`config.mk`:
```
export PLATFORM = sky130hd
export DESIGN_NAME = eth_stream_arbiter
export DESIGN_NICKNAME = d
export VERILOG_FILES = /design/src/rtl/eth_stream_pkg.sv /design/src/rtl/stream_skid_buffer.sv /design/src/rtl/eth_stream_arbiter.sv
export SDC_FILE = /design/constraint.sdc
export NUM_CORES = 1
export LEC_CHECK = 0
export CAP_MARGIN = 5
export CELL_PAD_IN_SITES_DETAIL_PLACEMENT = 0
export CELL_PAD_IN_SITES_GLOBAL_PLACEMENT = 1
export CORE_AREA = 5 5 314 316
export CTS_CLUSTER_SIZE = 28
export DETAILED_ROUTE_END_ITERATION = 8
export DIE_AREA = 0 0 319 321
export DONT_BUFFER_PORTS = 1
export GPL_TIMING_DRIVEN = 0
export PLACE_DENSITY = 0.48
export SLEW_MARGIN = 40
export SYNTH_ARGS = -nofsm -noshare
export SYNTH_HDL_FRONTEND = slang
export SYNTH_HIERARCHICAL = 1
export SYNTH_SLANG_ARGS = --single-unit
```
`constraint.sdc`:
```
create_clock -name clk -period 6.5 [get_ports clk]
set_input_delay 0.65 -clock clk [delete_from_list [all_inputs] [get_ports clk]]
set_output_delay 0.65 -clock clk [all_outputs]
set_load 0.02 [all_outputs]
```
`src/rtl/eth_stream_pkg.sv`:
```
// Shared definitions for the Ethernet stream path.
// Contents: arbiter FSM state type and the per-channel stream type codes.
package eth_stream_pkg;

  typedef enum logic {
    ARB_IDLE  = 1'b0,
    ARB_GRANT = 1'b1
  } arb_state_t;

  localparam int STREAM_TYPE_WIDTH = 3;

  localparam logic [STREAM_TYPE_WIDTH-1:0] STREAM_TYPE_AR = 3'd0;
  localparam logic [STREAM_TYPE_WIDTH-1:0] STREAM_TYPE_R  = 3'd1;
  localparam logic [STREAM_TYPE_WIDTH-1:0] STREAM_TYPE_AW = 3'd2;
  localparam logic [STREAM_TYPE_WIDTH-1:0] STREAM_TYPE_W  = 3'd3;
  localparam logic [STREAM_TYPE_WIDTH-1:0] STREAM_TYPE_B  = 3'd4;

endpackage

```
`src/rtl/stream_skid_buffer.sv`:
```
// Two-entry FIFO between the arbiter mux and the outbound stream.
// Ports:
//   clk, resetn  - clock, async active-low reset
//   push_i       - write data_i (caller guarantees not_full_o)
//   data_i       - payload in
//   ready_i      - downstream ready; pop = valid_o & ready_i
//   valid_o      - head entry valid
//   data_o       - head entry payload
//   not_full_o   - registered "space available", safe to drive a ready
module stream_skid_buffer #(
  parameter int WIDTH = 8
) (
  input  logic             clk,
  input  logic             resetn,
  input  logic             push_i,
  input  logic [WIDTH-1:0] data_i,
  input  logic             ready_i,
  output logic             valid_o,
  output logic [WIDTH-1:0] data_o,
  output logic             not_full_o
);

  logic [WIDTH-1:0] mem_q [2];
  logic             wr_ptr_q;
  logic             rd_ptr_q;
  logic [1:0]       count_q;
  logic [1:0]       count_d;
  logic             not_full_q;
  logic             pop;

  assign valid_o    = (count_q != 2'd0);
  assign data_o     = mem_q[rd_ptr_q];
  assign not_full_o = not_full_q;
  assign pop        = valid_o & ready_i;

  always_comb begin
    count_d = count_q;
    case ({push_i, pop})
      2'b10:   count_d = count_q + 2'd1;
      2'b01:   count_d = count_q - 2'd1;
      default: count_d = count_q;
    endcase
  end

  always_ff @(posedge clk or negedge resetn) begin
    if (!resetn) begin
      for (int i = 0; i < 2; i++) mem_q[i] <= '0;
      wr_ptr_q   <= 1'b0;
      rd_ptr_q   <= 1'b0;
      count_q    <= 2'd0;
      not_full_q <= 1'b1;
    end else begin
      if (push_i) begin
        mem_q[wr_ptr_q] <= data_i;
        wr_ptr_q        <= ~wr_ptr_q;
      end
      if (pop) rd_ptr_q <= ~rd_ptr_q;
      count_q    <= count_d;
      // Registered from the next count so the arbiter's ready has no
      // combinational path from the downstream ready.
      not_full_q <= (count_d != 2'd2);
    end
  end

endmodule

```
`src/rtl/eth_stream_arbiter.sv`:
```
// Round-robin arbiter sharing one outbound stream among NUM_SRC channel taps.
// A grant is held for a whole burst (through the beat flagged last) or until
// the idle watchdog revokes a stalled, not-in-progress owner.
// Ports:
//   clk, resetn                 - clock, async active-low reset
//   src_req/valid/in_progress/last/data - per-source request and beat inputs
//   src_ready                   - one-hot ready to the granted source
//   m_axis_tdata/tuser/tlast/tvalid/tready - outbound stream (tuser = source)
//   grant_idx, busy             - current owner and grant-held flag
//
// state     | meaning
// ARB_IDLE  | no owner; pick next requester after rr_ptr
// ARB_GRANT | grant_idx owns the stream until last beat or watchdog
module eth_stream_arbiter
  import eth_stream_pkg::*;
#(
  parameter int NUM_SRC      = 5,
  parameter int DATA_WIDTH   = 128,
  parameter int IDX_WIDTH    = $clog2(NUM_SRC),
  parameter int IDLE_TIMEOUT = 16
) (
  input  logic                          clk,
  input  logic                          resetn,
  input  logic [NUM_SRC-1:0]            src_req,
  input  logic [NUM_SRC-1:0]            src_valid,
  input  logic [NUM_SRC-1:0]            src_in_progress,
  input  logic [NUM_SRC-1:0]            src_last,
  input  logic [NUM_SRC*DATA_WIDTH-1:0] src_data,
  output logic [NUM_SRC-1:0]            src_ready,
  output logic [DATA_WIDTH-1:0]         m_axis_tdata,
  output logic [IDX_WIDTH-1:0]          m_axis_tuser,
  output logic                          m_axis_tlast,
  output logic                          m_axis_tvalid,
  input  logic                          m_axis_tready,
  output logic [IDX_WIDTH-1:0]          grant_idx,
  output logic                          busy
);

  localparam int PW    = DATA_WIDTH + IDX_WIDTH + 1;
  localparam int CNT_W = $clog2(IDLE_TIMEOUT + 1);

  arb_state_t           state_q, state_d;
  logic [IDX_WIDTH-1:0] grant_q, grant_d;
  logic [IDX_WIDTH-1:0] rr_ptr_q, rr_ptr_d;
  logic [CNT_W-1:0]     idle_cnt_q, idle_cnt_d;

  logic [IDX_WIDTH-1:0] rr_sel;
  logic [IDX_WIDTH-1:0] scan_idx;
  logic                 rr_found;
  logic                 buf_not_full;
  logic                 beat;
  logic [PW-1:0]        push_data;
  logic [PW-1:0]        head;

  assign busy      = (state_q == ARB_GRANT);
  assign grant_idx = grant_q;
  assign src_ready = (busy && buf_not_full) ? (NUM_SRC'(1) << grant_q) : '0;
  assign beat      = src_valid[grant_q] & src_ready[grant_q];
  assign push_data = {src_data[grant_q*DATA_WIDTH +: DATA_WIDTH], grant_q, src_last[grant_q]};

  // First requester strictly after rr_ptr, wrapping modulo NUM_SRC.
  always_comb begin
    rr_sel   = '0;
    rr_found = 1'b0;
    scan_idx = '0;
    for (int i = 1; i <= NUM_SRC; i++) begin
      scan_idx = IDX_WIDTH'((32'(rr_ptr_q) + 32'(i)) % NUM_SRC);
      if (!rr_found && src_req[scan_idx]) begin
        rr_found = 1'b1;
        rr_sel   = scan_idx;
      end
    end
  end

  always_comb begin
    state_d    = state_q;
    grant_d    = grant_q;
    rr_ptr_d   = rr_ptr_q;
    idle_cnt_d = idle_cnt_q;
    case (state_q)
      ARB_IDLE: begin
        if (rr_found) begin
          state_d    = ARB_GRANT;
          grant_d    = rr_sel;
          idle_cnt_d = '0;
        end
      end
      ARB_GRANT: begin
        if (beat) begin
          idle_cnt_d = '0;
          if (src_last[grant_q]) begin
            state_d  = ARB_IDLE;
            rr_ptr_d = grant_q;
          end
        end else if (!src_in_progress[grant_q]) begin
          // A source mid-burst is never timed out; only idle owners are.
          if (idle_cnt_q == CNT_W'(IDLE_TIMEOUT - 1)) begin
            state_d    = ARB_IDLE;
            rr_ptr_d   = grant_q;
            idle_cnt_d = '0;
          end else begin
            idle_cnt_d = idle_cnt_q + CNT_W'(1);
          end
        end
      end
      default: state_d = ARB_IDLE;
    endcase
  end

  always_ff @(posedge clk or negedge resetn) begin
    if (!resetn) begin
      state_q    <= ARB_IDLE;
      grant_q    <= '0;
      rr_ptr_q   <= IDX_WIDTH'(NUM_SRC - 1);
      idle_cnt_q <= '0;
    end else begin
      state_q    <= state_d;
      grant_q    <= grant_d;
      rr_ptr_q   <= rr_ptr_d;
      idle_cnt_q <= idle_cnt_d;
    end
  end

  stream_skid_buffer #(.WIDTH(PW)) u_buf (
    .clk        (clk),
    .resetn     (resetn),
    .push_i     (beat),
    .data_i     (push_data),
    .ready_i    (m_axis_tready),
    .valid_o    (m_axis_tvalid),
    .data_o     (head),
    .not_full_o (buf_not_full)
  );

  assign m_axis_tdata = head[PW-1 -: DATA_WIDTH];
  assign m_axis_tuser = head[IDX_WIDTH:1];
  assign m_axis_tlast = head[0];

endmodule

```
==> implementation parameters <==
Parameter                              Value

Floorplanning
  Horiz. Die Dim ... between 300 and 400 um
  Number of placement rows ... 114
  Die extent in y ... approximately 320 um
  Core region area ... roughly 0.096 mm2
  Die Area ... 0.102 mm2
  I/O Pins ... slightly above 800
  Initial core utilization ... 19.1%

Routing
  Number of detailed-route iterations in the first pass ... 5
  DR vias/cell ... between 4 and 5
  Remaining DRCs ... 0
  ANT nets after route ... 0
  Drt initial violations ... 830
  Routed vias ... 13100
  Routed Wire Length ... ~76000 um
  Post-detailed-route wirelength per cell ... between 20 and 30 um

Synth
  Portion of the post-synthesis area used by sequential elements ... 38.4%
  Count of distinct cell types in the synthesized netlist ... 83
  Yosys reg bits ... roughly 280
  Proportion of netlist area held by the largest area contributor ... 38.1%
  Cells after Synth ... about 1400
  Most area-consuming cells after synthesis ... dfrtp_1 (38%), mux2_2 (24%), mux4_2 (16%)
  Share of flip-flops with an asynchronous set or reset after synthesis ... 100%
  Per-instance average area after synthesis ... 13.5 um2
  Most numerous cell in the Yosys netlist ... mux2_2
  Biggest area consumer among synthesized cells ... dfrtp_1
  Count of warnings emitted by yosys ... 6
  Most used standard cells in the synthesized netlist ... mux2_2 (391), dfrtp_1 (279), a22o_1 (131), mux4_2 (131), clkbuf_1 (46)
  Synthesized netlist net count ... approximately 2000
  Number of flops mapped to enable cells by yosys ... 0
  Cell Area, Synth ... 0.0183 mm2
  Dominant synthesized flop cell ... dfrtp_1

Global routing
  Largest net degree at the start of global routing ... between 200 and 300
  Number of global-route vias before repair ... 13700
  Global route overflow ... 0
  Wire length of the first global-routing pass ... 106000 um
  Initial antenna violation count ... 23
  Global-route usage over all layers ... 14.0%

Finish
  Area growth from synthesis to final layout ... 17.2%
  Final cell area excluding filler cells ... 0.0215 mm2
  Final net count ... 2084
  Share of layout cells above drive strength 1 ... slightly below 50%
  Final core utilization ... 22.4%

Power and ir drop
  Net switching power figure ... 5.76 mW
  Sequential share of power ... 21.7%
  Areal power density over the cells ... 611 mW/mm2
  Net switching share of the total power ... 43.9%
  Logic pwr share ... 60.8%
  Total chip power ... around 13 mW
  Internal power of the cells ... 7.36 mW
  Reported leakage power ... 8.93 nW
  Maximum vdd drop ... 0.268 mV
  Clk pwr share ... 17.5%

Timing
  Max-slew headroom ... -7.30%
  Final Max Slew Viols ... between 60 and 70
  Final-layout setup total negative slack ... 0 ps
  Worst Skew ... 21.8 ps
  Highest clock rate ... 176 MHz
  Total count of hold-check failures in the final report ... 100
  Final setup violating endpoints ... 0
  Slew at the pin with the worst max-slew slack ... 1610 ps
  Final critical-path required period ... 5690 ps
  RSZ-0062 raised after global routing ... false
  Final period utilization ... between 80% and 90%
  Post-route worst setup slack ... 814 ps
  Worst Hold Margin ... -190 ps

Placement
  Final RePlAce weighted congestion ... 0.876
  Count of input and output buffers ... 0
  Post-placement setup slack ... 561 ps
  Final HPWL from detailed placement ... around 61000 um
  Total placed instance area ... 0.0200 mm2

Setup path
  Top fanout value on the critical path ... 15
  Cell with the largest stage delay on the worst path ... dfrtp_1
  Setup slack, reg-to-reg ... 810 ps
  Worst flop-to-flop path endpoint ... busy$_DFF_PN0_
  Sort of element at the end of the critical path ... register
  Worst r2r src ... rr_ptr_q[0]$_DFFE_PN0P_
  Worst path max stage delay ... around 640 ps
  Reg2reg path depth ... 20
  Data required time at the worst endpoint ... around 6900 ps
  Worst Path Arrival ... between 6000 and 7000 ps
  Crit-path most repeated cell ... ha_1
  Worst setup path start ... rr_ptr_q[0]$_DFFE_PN0P_
  Crit Path Category ... reg2reg
  Family with the most delay on the worst path ... simple AND/OR/NAND/NOR gates
  Setup crit start kind ... register
  Bufs and invs on worst path ... 5
  Ordered list of cells on the worst path ... buf_2 -> inv_1 -> clkbuf_2 -> ha_1 -> ha_1 -> or2_2 -> o21a_1 -> xnor2_1 -> inv_1 -> ha_1 -> nand2b_1 -> or3b_2 -> and3_1 -> clkbuf_1 -> o21ai_0 -> a21oi_1 -> o21ai_0 -> o41a_1 -> nand4b_1 -> and2_1

Clock tree
  Clock network latency to the later pin of the worst-skew pair ... 570 ps
  Post-cts sizing count ... 0
  Register clock-pin slew on the reported worst setup and hold paths ... 60 ps
  Max Root-Sink Buffers ... 3
  Sink count of the clock tree ... 281
  Number of CTS-inserted buffers ... 38
  Clock root buffer ... clkbuf_16
  CTS tree ... built
  H-tree level count ... 2
  Count of buffers added by post-CTS timing repair for setup ... 0

Worst hold path
  Min-delay worst type ... in2async

Status
  Violations in the final reports ... hold timing, slew limit
  Outcome ... finished, violations left

Job
  Max-cap violation count ... 0
-- logic make-up after synthesis --
kind of cell	after synthesis	share of synthesized area [%]
muxes	541	41.3
DFF	281	38.4
AOI/OAI and AO/OA	238	10.6
buffers and inverters	137	3.74
and+or+nand+nor	113	3.31
adders and majority gates	26	1.78
xor gates and xnor gates	16	0.909
-- placed cells by master, fill, tap and decap left out, types with 23 or more instances in the layout --
cell / instances
nand2_1: 29
mux4_2: 131
ha_1: 26
buf_2: 37
o21ai_0: 23
a22o_1: 131
clkbuf_16: 39
mux2_2: 391
clkbuf_1: 45
dfrtp_1: 279
-- registers in the layout, summed over array words and instances, names as in the netlist --
| signal | flops |
|---|---|
| busy | 1 |
| u_buf/wr_ptr_q | 1 |
| idle_cnt_q | 5 |
| u_buf/mem_q | 264 |
| rr_ptr_q | 3 |
| grant_idx | 3 |
| u_buf/rd_ptr_q | 1 |
| u_buf/not_full_o | 1 |
| u_buf/count_q | 2 |
-- routing by layer --
layer  track usage, %  part of all wire (%)  vias up
met1             17.9                    42     6887
met5                0                  0.13        -
met3             5.49                   9.2      106
li1                 -                     -     5432
met2             22.4                    47      640
met4             3.51                   2.0       14
-- worst reg2reg max path, delay by kind of cell (launching register included) --
kind            cells  cell delay, ps
compound gates      5            1050
flops               1             640
buf+inv             5            1150
xor+xnor            1             360
simple gates        6            1520
fa+ha+maj           3             890
-- layout make-up --
type | count | area (um2)
buffer | 116 | 633
clock buffer | 56 | 1140
fill | 10200 | 74200
timing repair buffer | 3 | 82.6
tap | 1276 | 1600
antenna | 13 | 32.5
inverter | 21 | 81.3
sequential | 281 | 7030
clock inverter | 14 | 248
multi-input combinational | 934 | 10600
-- power groups by stage --
stage | logic, mW | registers, mW | clock network [mW]
floorplan | 6.03 | 2.74 | 0
global placement | 7.89 | 2.83 | 0
detailed placement | 8.05 | 2.88 | 0
CTS | 8.09 | 2.85 | 2.40
global route | 8.56 | 2.93 | 2.46
finish | 7.97 | 2.85 | 2.30
-- metrics by stage --
step           instances  hold slack, ps
2_1_floorplan       1352             354
3_3_place_gp        2628             362
3_5_place_dp        2631             365
4_1_cts             2701            -255
5_1_grt             2704            -235
6_report            2714            -190
-- worst max-delay path by stage --
stage	to	slack (ps)	depth (start not counted)
after CTS	busy$_DFF_PN0_	530	20
after global placement	busy$_DFF_PN0_	550	20
after detailed placement	busy$_DFF_PN0_	560	20
final	busy$_DFF_PN0_	810	20
after global routing	busy$_DFF_PN0_	400	20
after floorplan	grant_idx[2]$_DFFE_PN0P_	1710	20
(Power assumes the default switching activity.)
